$ cat config.mk
export PLATFORM = sky130hd
export DESIGN_NAME = conv3_mac
export DESIGN_NICKNAME = d
export VERILOG_FILES = /design/src/rtl/conv3_pkg.sv /design/src/rtl/conv3_window.sv /design/src/rtl/conv3_mac.sv
export SDC_FILE = /design/constraint.sdc
export NUM_CORES = 1
export LEC_CHECK = 0
export ABC_CLOCK_PERIOD_IN_PS = 4400
export BUFFER_PORTS_ARGS = -buffer_cell sky130_fd_sc_hd__buf_4
export CAP_MARGIN = 0
export CORE_UTILIZATION = 45
export CTS_CLUSTER_SIZE = 16
export DETAILED_ROUTE_END_ITERATION = 16
export GPL_TIMING_DRIVEN = 1
export HOLD_SLACK_MARGIN = 0.12
export PLACE_DENSITY_LB_ADDON = 0.05
export SYNTH_ARGS = -nofsm -noshare
export SYNTH_HDL_FRONTEND = slang
export SYNTH_HIERARCHICAL = 1
export SYNTH_SLANG_ARGS = --single-unit
$ cat constraint.sdc
create_clock -name clk -period 4.4 [get_ports clk]
set_input_delay 0.44 -clock clk [delete_from_list [all_inputs] [get_ports clk]]
set_output_delay 0.44 -clock clk [all_outputs]
set_load 0.05 [all_outputs]
$ cat src/rtl/conv3_pkg.sv
// Shared widths, types and a golden-sum helper for the conv3 3-tap convolution engine.
package conv3_pkg;

    localparam int DATA_W = 4;
    localparam int KERN_W = 4;
    localparam int RES_W  = 10;

    typedef logic [DATA_W-1:0] sample_t;
    typedef logic [KERN_W-1:0] kern_t;
    typedef logic [RES_W-1:0]  res_t;

    function automatic res_t conv3_ref(input kern_t k0, input kern_t k1, input kern_t k2,
                                       input sample_t d0, input sample_t d1, input sample_t d2);
        return res_t'(k0) * res_t'(d0) + res_t'(k1) * res_t'(d1) + res_t'(k2) * res_t'(d2);
    endfunction

endpackage

$ cat src/rtl/conv3_window.sv
// Three-sample sliding window with a saturating fill counter; o_full marks three accepts since reset.
module conv3_window #(
    parameter int DATA_W = conv3_pkg::DATA_W
) (
    input  logic              clk,
    input  logic              rst_n,
    input  logic              i_en,
    input  logic [DATA_W-1:0] i_data,
    output logic [DATA_W-1:0] o_d0,
    output logic [DATA_W-1:0] o_d1,
    output logic [DATA_W-1:0] o_d2,
    output logic              o_full
);
    import conv3_pkg::*;

    logic [DATA_W-1:0] r_d0;
    logic [DATA_W-1:0] r_d1;
    logic [DATA_W-1:0] r_d2;
    logic [1:0]        r_fill;

    // Shift in a new sample on each strobe; idle cycles hold the window.
    always_ff @(posedge clk or negedge rst_n) begin
        if (!rst_n) begin
            r_d0   <= '0;
            r_d1   <= '0;
            r_d2   <= '0;
            r_fill <= 2'd0;
        end else if (i_en) begin
            r_d2 <= r_d1;
            r_d1 <= r_d0;
            r_d0 <= i_data;
            if (r_fill != 2'd3) begin
                r_fill <= r_fill + 2'd1;
            end
        end
    end

    assign o_d0   = r_d0;
    assign o_d1   = r_d1;
    assign o_d2   = r_d2;
    assign o_full = (r_fill == 2'd3);

endmodule

$ cat src/rtl/conv3_mac.sv
// 3-tap convolution MAC: result = k0*d0 + k1*d1 + k2*d2 (d0 newest), registered output.
// Define CONV3_PIPE_EN to insert a product register stage (latency 2 instead of 1).
module conv3_mac #(
    parameter int DATA_W = conv3_pkg::DATA_W,
    parameter int KERN_W = conv3_pkg::KERN_W,
    parameter int RES_W  = conv3_pkg::RES_W
) (
    input  logic              clk,
    input  logic              rst_n,
    input  logic              data_en,
    input  logic [DATA_W-1:0] data,
    input  logic [KERN_W-1:0] kernel_0,
    input  logic [KERN_W-1:0] kernel_1,
    input  logic [KERN_W-1:0] kernel_2,
    output logic [RES_W-1:0]  result,
    output logic              result_valid
);
    import conv3_pkg::*;

    if (RES_W < DATA_W + KERN_W + 2) begin : g_res_w_check
        $error("conv3_mac: RES_W must be >= DATA_W+KERN_W+2");
    end

    logic [DATA_W-1:0] w_d0;
    logic [DATA_W-1:0] w_d1;
    logic [DATA_W-1:0] w_d2;
    logic              w_full;
    logic [RES_W-1:0]  w_p0;
    logic [RES_W-1:0]  w_p1;
    logic [RES_W-1:0]  w_p2;
    logic [RES_W-1:0]  w_sum;
    logic              w_valid;
    logic              r_acc_q;
    logic [RES_W-1:0]  r_result;
    logic              r_valid;

    conv3_window #(.DATA_W(DATA_W)) u_window (
        .clk    (clk),
        .rst_n  (rst_n),
        .i_en   (data_en),
        .i_data (data),
        .o_d0   (w_d0),
        .o_d1   (w_d1),
        .o_d2   (w_d2),
        .o_full (w_full)
    );

    // Zero-extended products with live kernels; the result width leaves no room for overflow.
    always_comb begin
        w_p0 = RES_W'(kernel_0) * RES_W'(w_d0);
        w_p1 = RES_W'(kernel_1) * RES_W'(w_d1);
        w_p2 = RES_W'(kernel_2) * RES_W'(w_d2);
    end

`ifdef CONV3_PIPE_EN
    logic [RES_W-1:0] r_p0;
    logic [RES_W-1:0] r_p1;
    logic [RES_W-1:0] r_p2;
    logic             r_v1;

    // Product stage, with the valid flag carried alongside it.
    always_ff @(posedge clk or negedge rst_n) begin
        if (!rst_n) begin
            r_p0 <= '0;
            r_p1 <= '0;
            r_p2 <= '0;
            r_v1 <= 1'b0;
        end else begin
            r_p0 <= w_p0;
            r_p1 <= w_p1;
            r_p2 <= w_p2;
            r_v1 <= r_acc_q && w_full;
        end
    end

    // Sum of the registered products.
    always_comb begin
        w_sum   = r_p0 + r_p1 + r_p2;
        w_valid = r_v1;
    end
`else
    // Single-stage sum straight from the window.
    always_comb begin
        w_sum   = w_p0 + w_p1 + w_p2;
        w_valid = r_acc_q && w_full;
    end
`endif

    // Output register; acc_q marks that the window just took a sample.
    always_ff @(posedge clk or negedge rst_n) begin
        if (!rst_n) begin
            r_acc_q  <= 1'b0;
            r_result <= '0;
            r_valid  <= 1'b0;
        end else begin
            r_acc_q  <= data_en;
            r_result <= w_sum;
            r_valid  <= w_valid;
        end
    end

    assign result       = r_result;
    assign result_valid = r_valid;

endmodule
==> impl_metrics.yaml, run 1 <==
drt:
  ant_nets: 0
  wl_per_cell_um: 13.2
  drt_pass1_iterations: 4
  total_via_count_after_detailed_routing: 1545
  drcViolationCount: 0
  number_of_design_rule_violations_left_by_the_first_detailed_router_iteration: 42
  wl_um: 4390
  via_per_inst: 4.63
cells_and_area:
  layout-drive-gt1-share_pct: 26.5
  final_cell_area_mm2: 0.00296
  number_of_inserted_filler_cells_in_the_final_layout: 471
  multiInputGateArea_mm2: 0.00168
  antenna-diode-count: 0
  area_of_all_sequential_standard_cells_um2: 651
  layout.nets: 346
  area_delta_synth_final_pct: 19.8
setup_path:
  regToRegSetupSlack_ns: 0.15
  critPathLaunchType: "flop"
  worst_ep_arrival_time_ns: 4.46
  worst_setup_path_category: "reg2reg"
  crit_fanout: 3
  endpoint_kind: "flop"
  worstPathRequired_ns: 4.61
die:
  row_count: 26
  io_pins: 30
  die_y_um: 76.1
  die_w_um: 76.1
  start_util_pct: 47.5
  floorplan.die_area_mm2: 0.00579
  core_region_area_mm2: 0.00520
logic_synthesis:
  yosys-top-cells-count: "sky130_fd_sc_hd__inv_1, sky130_fd_sc_hd__fa_1, sky130_fd_sc_hd__and2_1"
  syn_area_mm2: 0.00247
  synth_seq_area_share_pct: 26.3
  yosysMostFrequentCell: "sky130_fd_sc_hd__inv_1"
  cell_type_with_the_highest_aggregate_area_in_the_netlist: "sky130_fd_sc_hd__fa_1"
  synth_area_leaders: "sky130_fd_sc_hd__fa_1, sky130_fd_sc_hd__dfrtp_1, sky130_fd_sc_hd__ha_1, sky130_fd_sc_hd__and2_1, sky130_fd_sc_hd__inv_1"
  synth-main-ff-cell: "sky130_fd_sc_hd__dfrtp_1"
  async_flop_share_pct: 100
  yosysTopAreaCellShare_pct: 26.7
  syn-num-nets: 300
  synthDistinctLibCells: 22
  yosys_warning_count: 6
  avgSynthCellArea_um2: 11.3
  synth_seq_cells: 26
  synth_enable_flop_cells: 0
  syn_inst: 219
global_routing:
  total_global_routing_overflow: 0
  grtUsageTotal_pct: 16.2
  grt_start_max_net_pins: 27
  via_count_of_the_first_global_routing_pass: 1559
  grt_pass1_wl_um: 7230
  grt_antenna_before_repair: 0
clock_network:
  cts_tree: "built"
  cts_max_level: 1
  cts.clk_slew.worst_paths_ns: 0.09
  clk_latency_ns: 0.28
  cts_sinks: 26
  tritoncts.num_buffers: 3
  cts.root.buffer_cell: "sky130_fd_sc_hd__clkbuf_8"
  ctsLongestPathBuffers: 2
pwr:
  leakage_nw: 1.54
  totalPowerFinal_mw: 2.37
  ir_drop_mv: 0.738
  power.density_cell_area_mw_per_mm2: 799
timing:
  timing_hold_violations_final: 0
  maxSlewViolCount: 0
  finalClockSkew_ns: 0.00369
  min_period_over_period_pct: 96.6
  setup_failing_eps_final: 0
  headroom_to_the_max_slew_limit_pct: 76.6
  period_minus_slack_ns: 4.25
  fmaxAchievable_mhz: 235
  worst_pin_slew_ns: 0.351
placement:
  routabilityCongestion: 0.794
  detailed_place_hpwl_um: 3660
  port_buffers: 29
  placement.cell_area_mm2: 0.00285
worst_hold_path:
  worst_hold_path_type: "in2reg"
job:
  cap_violations: 0
run_status:
  outcome: "finished, final reports clean"
[repair_timing]
item / in CTS / in global routing
pin swaps: 1 / 6
endpoints found under the hold margin: 26 / 0
gates cloned: 0 / 0
resized for setup: 1 / 8
buffers inserted: 0 / 1
endpoints found under the setup margin: 1 / 4
hold buffers: 1 / 0
[critical path: stages (launching register included)]
cell and delay, ns:
sky130_fd_sc_hd__dfrtp_1 0.41, sky130_fd_sc_hd__and2_1 0.18, sky130_fd_sc_hd__fa_2 0.55, sky130_fd_sc_hd__inv_1 0.05, sky130_fd_sc_hd__fa_1 0.48, sky130_fd_sc_hd__inv_1 0.06
sky130_fd_sc_hd__fa_1 0.48, sky130_fd_sc_hd__fa_1 0.51, sky130_fd_sc_hd__fa_2 0.47, sky130_fd_sc_hd__fa_2 0.38, sky130_fd_sc_hd__a211oi_2 0.23, sky130_fd_sc_hd__o21bai_1 0.10
sky130_fd_sc_hd__a21oi_2 0.15, sky130_fd_sc_hd__xnor2_1 0.12
[final timing paths]
| kind | start | endpoint | cells past startpoint |
|---|---|---|---|
| setup reg to reg | u_window/o_d1[0] | result[8] | 13 |
| setup / recovery | u_window/o_d1[0] | result[8] | 13 |
| max in group asynchronous | rst_n | u_window/o_d2[1] | 2 |
| min in group asynchronous | rst_n | result[5] | 2 |
| hold / removal | data[2] | u_window/o_d0[2] | 2 |
| hold reg to reg | r_acc_q | result_valid | 1 |
[per-layer routing]
metal / part of all wire [%] / track usage [%] / routed length [µm]
met1: 49 / 22.1 / 2140
met2: 47 / 27.2 / 2080
met3: 2.8 / 2.04 / 124
met4: 1.2 / 4.62 / 53
met5: 0 / 0 / 0
[area by class of cell]
class,instances,area share (%)
clock buffer,4,1.86
inverter,45,5.71
multi-input combinational,147,56.8
sequential,26,22.0
tap,70,2.96
timing repair buffer,42,10.7
[layout by cell type, fill, tap and decap left out]
cell / Yosys / routed
sky130_fd_sc_hd__inv_1: 45 / 45
sky130_fd_sc_hd__buf_4: 0 / 41
sky130_fd_sc_hd__and2_1: 32 / 32
sky130_fd_sc_hd__fa_1: 33 / 30
sky130_fd_sc_hd__ha_1: 29 / 26
sky130_fd_sc_hd__dfrtp_1: 26 / 26
sky130_fd_sc_hd__nand2_1: 19 / 19
sky130_fd_sc_hd__mux2_4: 11 / 11
sky130_fd_sc_hd__a21oi_1: 4 / 4
sky130_fd_sc_hd__xnor2_1: 4 / 4
sky130_fd_sc_hd__clkbuf_8: 0 / 4
sky130_fd_sc_hd__fa_2: 0 / 3
sky130_fd_sc_hd__xor2_1: 2 / 2
sky130_fd_sc_hd__ha_2: 0 / 2
sky130_fd_sc_hd__mux2_2: 2 / 2
sky130_fd_sc_hd__nor2b_2: 1 / 1
sky130_fd_sc_hd__nand3_1: 1 / 1
sky130_fd_sc_hd__a31oi_4: 0 / 1
sky130_fd_sc_hd__o21ai_0: 2 / 1
sky130_fd_sc_hd__nor2_1: 1 / 1
sky130_fd_sc_hd__a21o_2: 1 / 1
sky130_fd_sc_hd__a211oi_2: 1 / 1
sky130_fd_sc_hd__o21ai_1: 0 / 1
sky130_fd_sc_hd__o21bai_1: 1 / 1
sky130_fd_sc_hd__a21oi_2: 1 / 1
sky130_fd_sc_hd__ha_4: 0 / 1
sky130_fd_sc_hd__dlygate4sd3_1: 0 / 1
sky130_fd_sc_hd__nor2b_4: 1 / 1
[where the power goes]
| part | leakage [nW] | switching, mW | internal [mW] |
|---|---|---|---|
| registers | 0.311 | 0.0330 | 0.332 |
| logic | 1.21 | 0.973 | 0.867 |
| clock network | 0.0288 | 0.0811 | 0.0802 |
[cell families after synthesis]
| logic type | count (synthesis) | share of synthesized area, % |
|---|---|---|
| buf+inv | 46 | 7.29 |
| compound gates | 11 | 2.99 |
| flops | 26 | 26.3 |
| simple gates | 55 | 12.3 |
| mux | 13 | 7.59 |
| fa+ha+maj | 62 | 41.4 |
| xor+xnor | 6 | 2.13 |
[stage by stage]
| step | instances | util [%] | hold slack [ns] | worst slack, ns | setup TNS [ns] |
|---|---|---|---|---|---|
| 2_1_floorplan | 219 | - | 0.144 | 0.0921 | 0 |
| 5_1_grt | 334 | 56.9 | 0.375 | -0.00851 | -0.00851 |
| 3_5_place_dp | 328 | 54.7 | 0.376 | -0.182 | -0.446 |
| 4_1_cts | 333 | 56.0 | 0.380 | 0.0366 | 0 |
| 6_report | 334 | 56.9 | 0.385 | 0.148 | 0 |
| 3_3_place_gp | 328 | 54.7 | 0.374 | -0.138 | -0.278 |
[state kept, by name (all words and copies together), names as in the netlist]
signal	count
result_valid	1
u_window/r_fill	2
u_window/o_d1	4
u_window/o_d2	4
u_window/o_d0	4
r_acc_q	1
result	10
Note: power is estimated with default switching activity, not from simulation.
==> inputs of run 2 (changes only) <==
Settings changed: CORE_UTILIZATION 45 to 53.
==> run 2 against run 1 <==
Global-route usage rose by 3.9 points. Critical path depth did not move. Power fell by 8.2%. Non-clock buffer count rose by 4. Cell count fell by 4.2%. Die area fell by 15%. Via count fell by 0.26%. Core utilization rose by 9.5 points. Design area fell by 1.0%. Critical path type unchanged.
==> impl_metrics.yaml, run 2 (synthesized netlist as in run 1, its figures left out) <==
die:
  core_region_area_mm2: 0.00441
  io_pins: 30
  die_y_um: 70.3
  start_util_pct: 56.0
  die_w_um: 70.3
  row_count: 24
  floorplan.die_area_mm2: 0.00494
cells_and_area:
  number_of_inserted_filler_cells_in_the_final_layout: 360
  commonest_non_fill_non_tap_cells_in_the_layout: "sky130_fd_sc_hd__inv_1, sky130_fd_sc_hd__buf_4, sky130_fd_sc_hd__and2_1, sky130_fd_sc_hd__fa_1, sky130_fd_sc_hd__ha_1"
  area_delta_synth_final_pct: 18.6
  largest_register_ffs: 10
  post_layout_nonfiller_instances: 320
  antenna-diode-count: 0
  layout.nets: 350
  layout-drive-gt1-share_pct: 25.4
  area_of_all_sequential_standard_cells_um2: 651
  finish.utilization_pct: 66.4
  multiInputGateArea_mm2: 0.00164
timing:
  finalClockSkew_ns: 0.0119
  grt_setup_unrepaired: "true"
  fin_worst_hold_slack_ns: 0.373
  headroom_to_the_max_slew_limit_pct: 76.5
  timing_hold_violations_final: 0
  maxSlewViolCount: 0
  period_minus_slack_ns: 4.24
  fmaxAchievable_mhz: 236
  min_period_over_period_pct: 96.4
  setup_failing_eps_final: 0
  worst_pin_slew_ns: 0.352
worst_hold_path:
  capture_endpoint_of_the_worst_hold_path: "u_window/o_d0[2]"
  min_delay_path_depth: 2
  worst_hold_path_type: "in2reg"
  worst_hold_startpoint: "data[2]"
job:
  cap_violations: 0
drt:
  wl_per_cell_um: 13.7
  ant_nets: 0
  number_of_design_rule_violations_left_by_the_first_detailed_router_iteration: 58
  wl_um: 4370
  drt_pass1_iterations: 4
  drcViolationCount: 0
  via_per_inst: 4.82
  total_via_count_after_detailed_routing: 1541
global_routing:
  grt_pass1_wl_um: 7600
  total_global_routing_overflow: 0
  grtUsageTotal_pct: 20.1
  grt_antenna_before_repair: 0
  grt_start_max_net_pins: 27
  via_count_of_the_first_global_routing_pass: 1606
pwr:
  ir_drop_mv: 0.712
  leakage_nw: 1.57
  totalPowerFinal_mw: 2.17
  power.density_cell_area_mw_per_mm2: 741
clock_network:
  cts_max_level: 1
  cts_tree: "built"
  cts.clk_slew.worst_paths_ns: 0.11
  tritoncts.num_buffers: 3
  cts_sinks: 26
  ctsLongestPathBuffers: 2
  cts.root.buffer_cell: "sky130_fd_sc_hd__clkbuf_8"
  clk_latency_ns: 0.28
setup_path:
  regToRegSetupSlack_ns: 0.16
  timing.critical_path.buf_inv: 2
  cp_cell_sequence: "and2_1, fa_1, inv_1, fa_1, inv_1, fa_1, fa_1, fa_1, fa_2, a211oi_2, o21bai_1, a21oi_2, xnor2_1"
  top_delay_family_on_crit_path: "adder cells"
  timing.critical_path.mode_cell: "sky130_fd_sc_hd__fa_1"
  worst_setup_path_category: "reg2reg"
  reg2reg_end: "result[8]"
  worst_ep_arrival_time_ns: 4.45
  r2r.worst_path.cells: 13
  endpoint_kind: "flop"
  crit-reg2reg-launch: "u_window/o_d1[0]"
  worstPathRequired_ns: 4.61
  worst_path_max_delay_cell: "sky130_fd_sc_hd__fa_1"
  critPathLaunchType: "flop"
  crit_path_max_cell_delay_ns: 0.56
  crit_fanout: 3
placement:
  port_buffers: 29
  detailed_place_hpwl_um: 3660
  place.detailed.instances: 315
  routabilityCongestion: 0.817
run_status:
  outcome: "finished, final reports clean"
==> run 2: worst register-to-register path: cells and delay by family, from the launching register on <==
| kind | cells | cell delay [ns] |
|---|---|---|
| adders and majority gates | 6 | 2.89 |
| AOI/OAI and AO/OA | 3 | 0.48 |
| DFF | 1 | 0.41 |
| and+or+nand+nor | 1 | 0.18 |
| xor gates and xnor gates | 1 | 0.13 |
| buffers and inverters | 2 | 0.10 |
==> run 2: worst max-delay path by stage <==
stage / startpoint / to / slack [ns] / cells after the start
4_1_cts: u_window/o_d1[0] / result[8] / 0.01 / 13
5_1_grt: u_window/o_d1[3] / result[9] / -0.004 / 16
3_5_place_dp: kernel_1[3] / result[8] / -0.17 / 14
6_report: u_window/o_d1[0] / result[8] / 0.16 / 13
3_3_place_gp: kernel_1[3] / result[8] / -0.13 / 14
2_1_floorplan: kernel_1[3] / result[8] / 0.09 / 13
==> run 2: timing repair <==
action                                 4_1_cts  5_1_grt
gates resized for setup                      1        0
buffers inserted                             0        0
hold buffers                                 1        0
pin swaps                                    0        5
setup endpoints to repair                    1        4
endpoints found under the hold margin       26        0
==> run 2: final cells by class <==
class	instances	share of cell area (%)
clock buffers	4	1.88
inverters	45	5.76
multi-input cells	147	56.1
flip-flops and latches	26	22.2
well taps	52	2.22
repair buffers	46	11.9
==> run 2: power by group <==
part	switching (mW)	total [mW]	leakage [nW]	internal [mW]
Sequential	0.0337	0.366	0.311	0.332
Combinational	0.883	1.64	1.23	0.756
Clock	0.0868	0.167	0.0288	0.0804
==> run 2: per-layer routing <==
metal | GRT usage [%] | share of wire, % | vias up
li1 | - | - | 765
met3 | 3.17 | 3.2 | 2
met2 | 31.7 | 47 | 30
met4 | 3.33 | 0.60 | 0
met5 | 0 | 0 | -
met1 | 29.7 | 50 | 744
==> run 2: per-stage QoR <==
stage	setup TNS (ns)	setup slack, ns	instance area [µm²]
4_1_cts	0	0.0140	2930
2_1_floorplan	0	0.0921	2470
3_5_place_dp	-0.286	-0.169	2860
6_report	0	0.160	2930
3_3_place_gp	-0.263	-0.134	2860
5_1_grt	-0.00741	-0.00407	2930
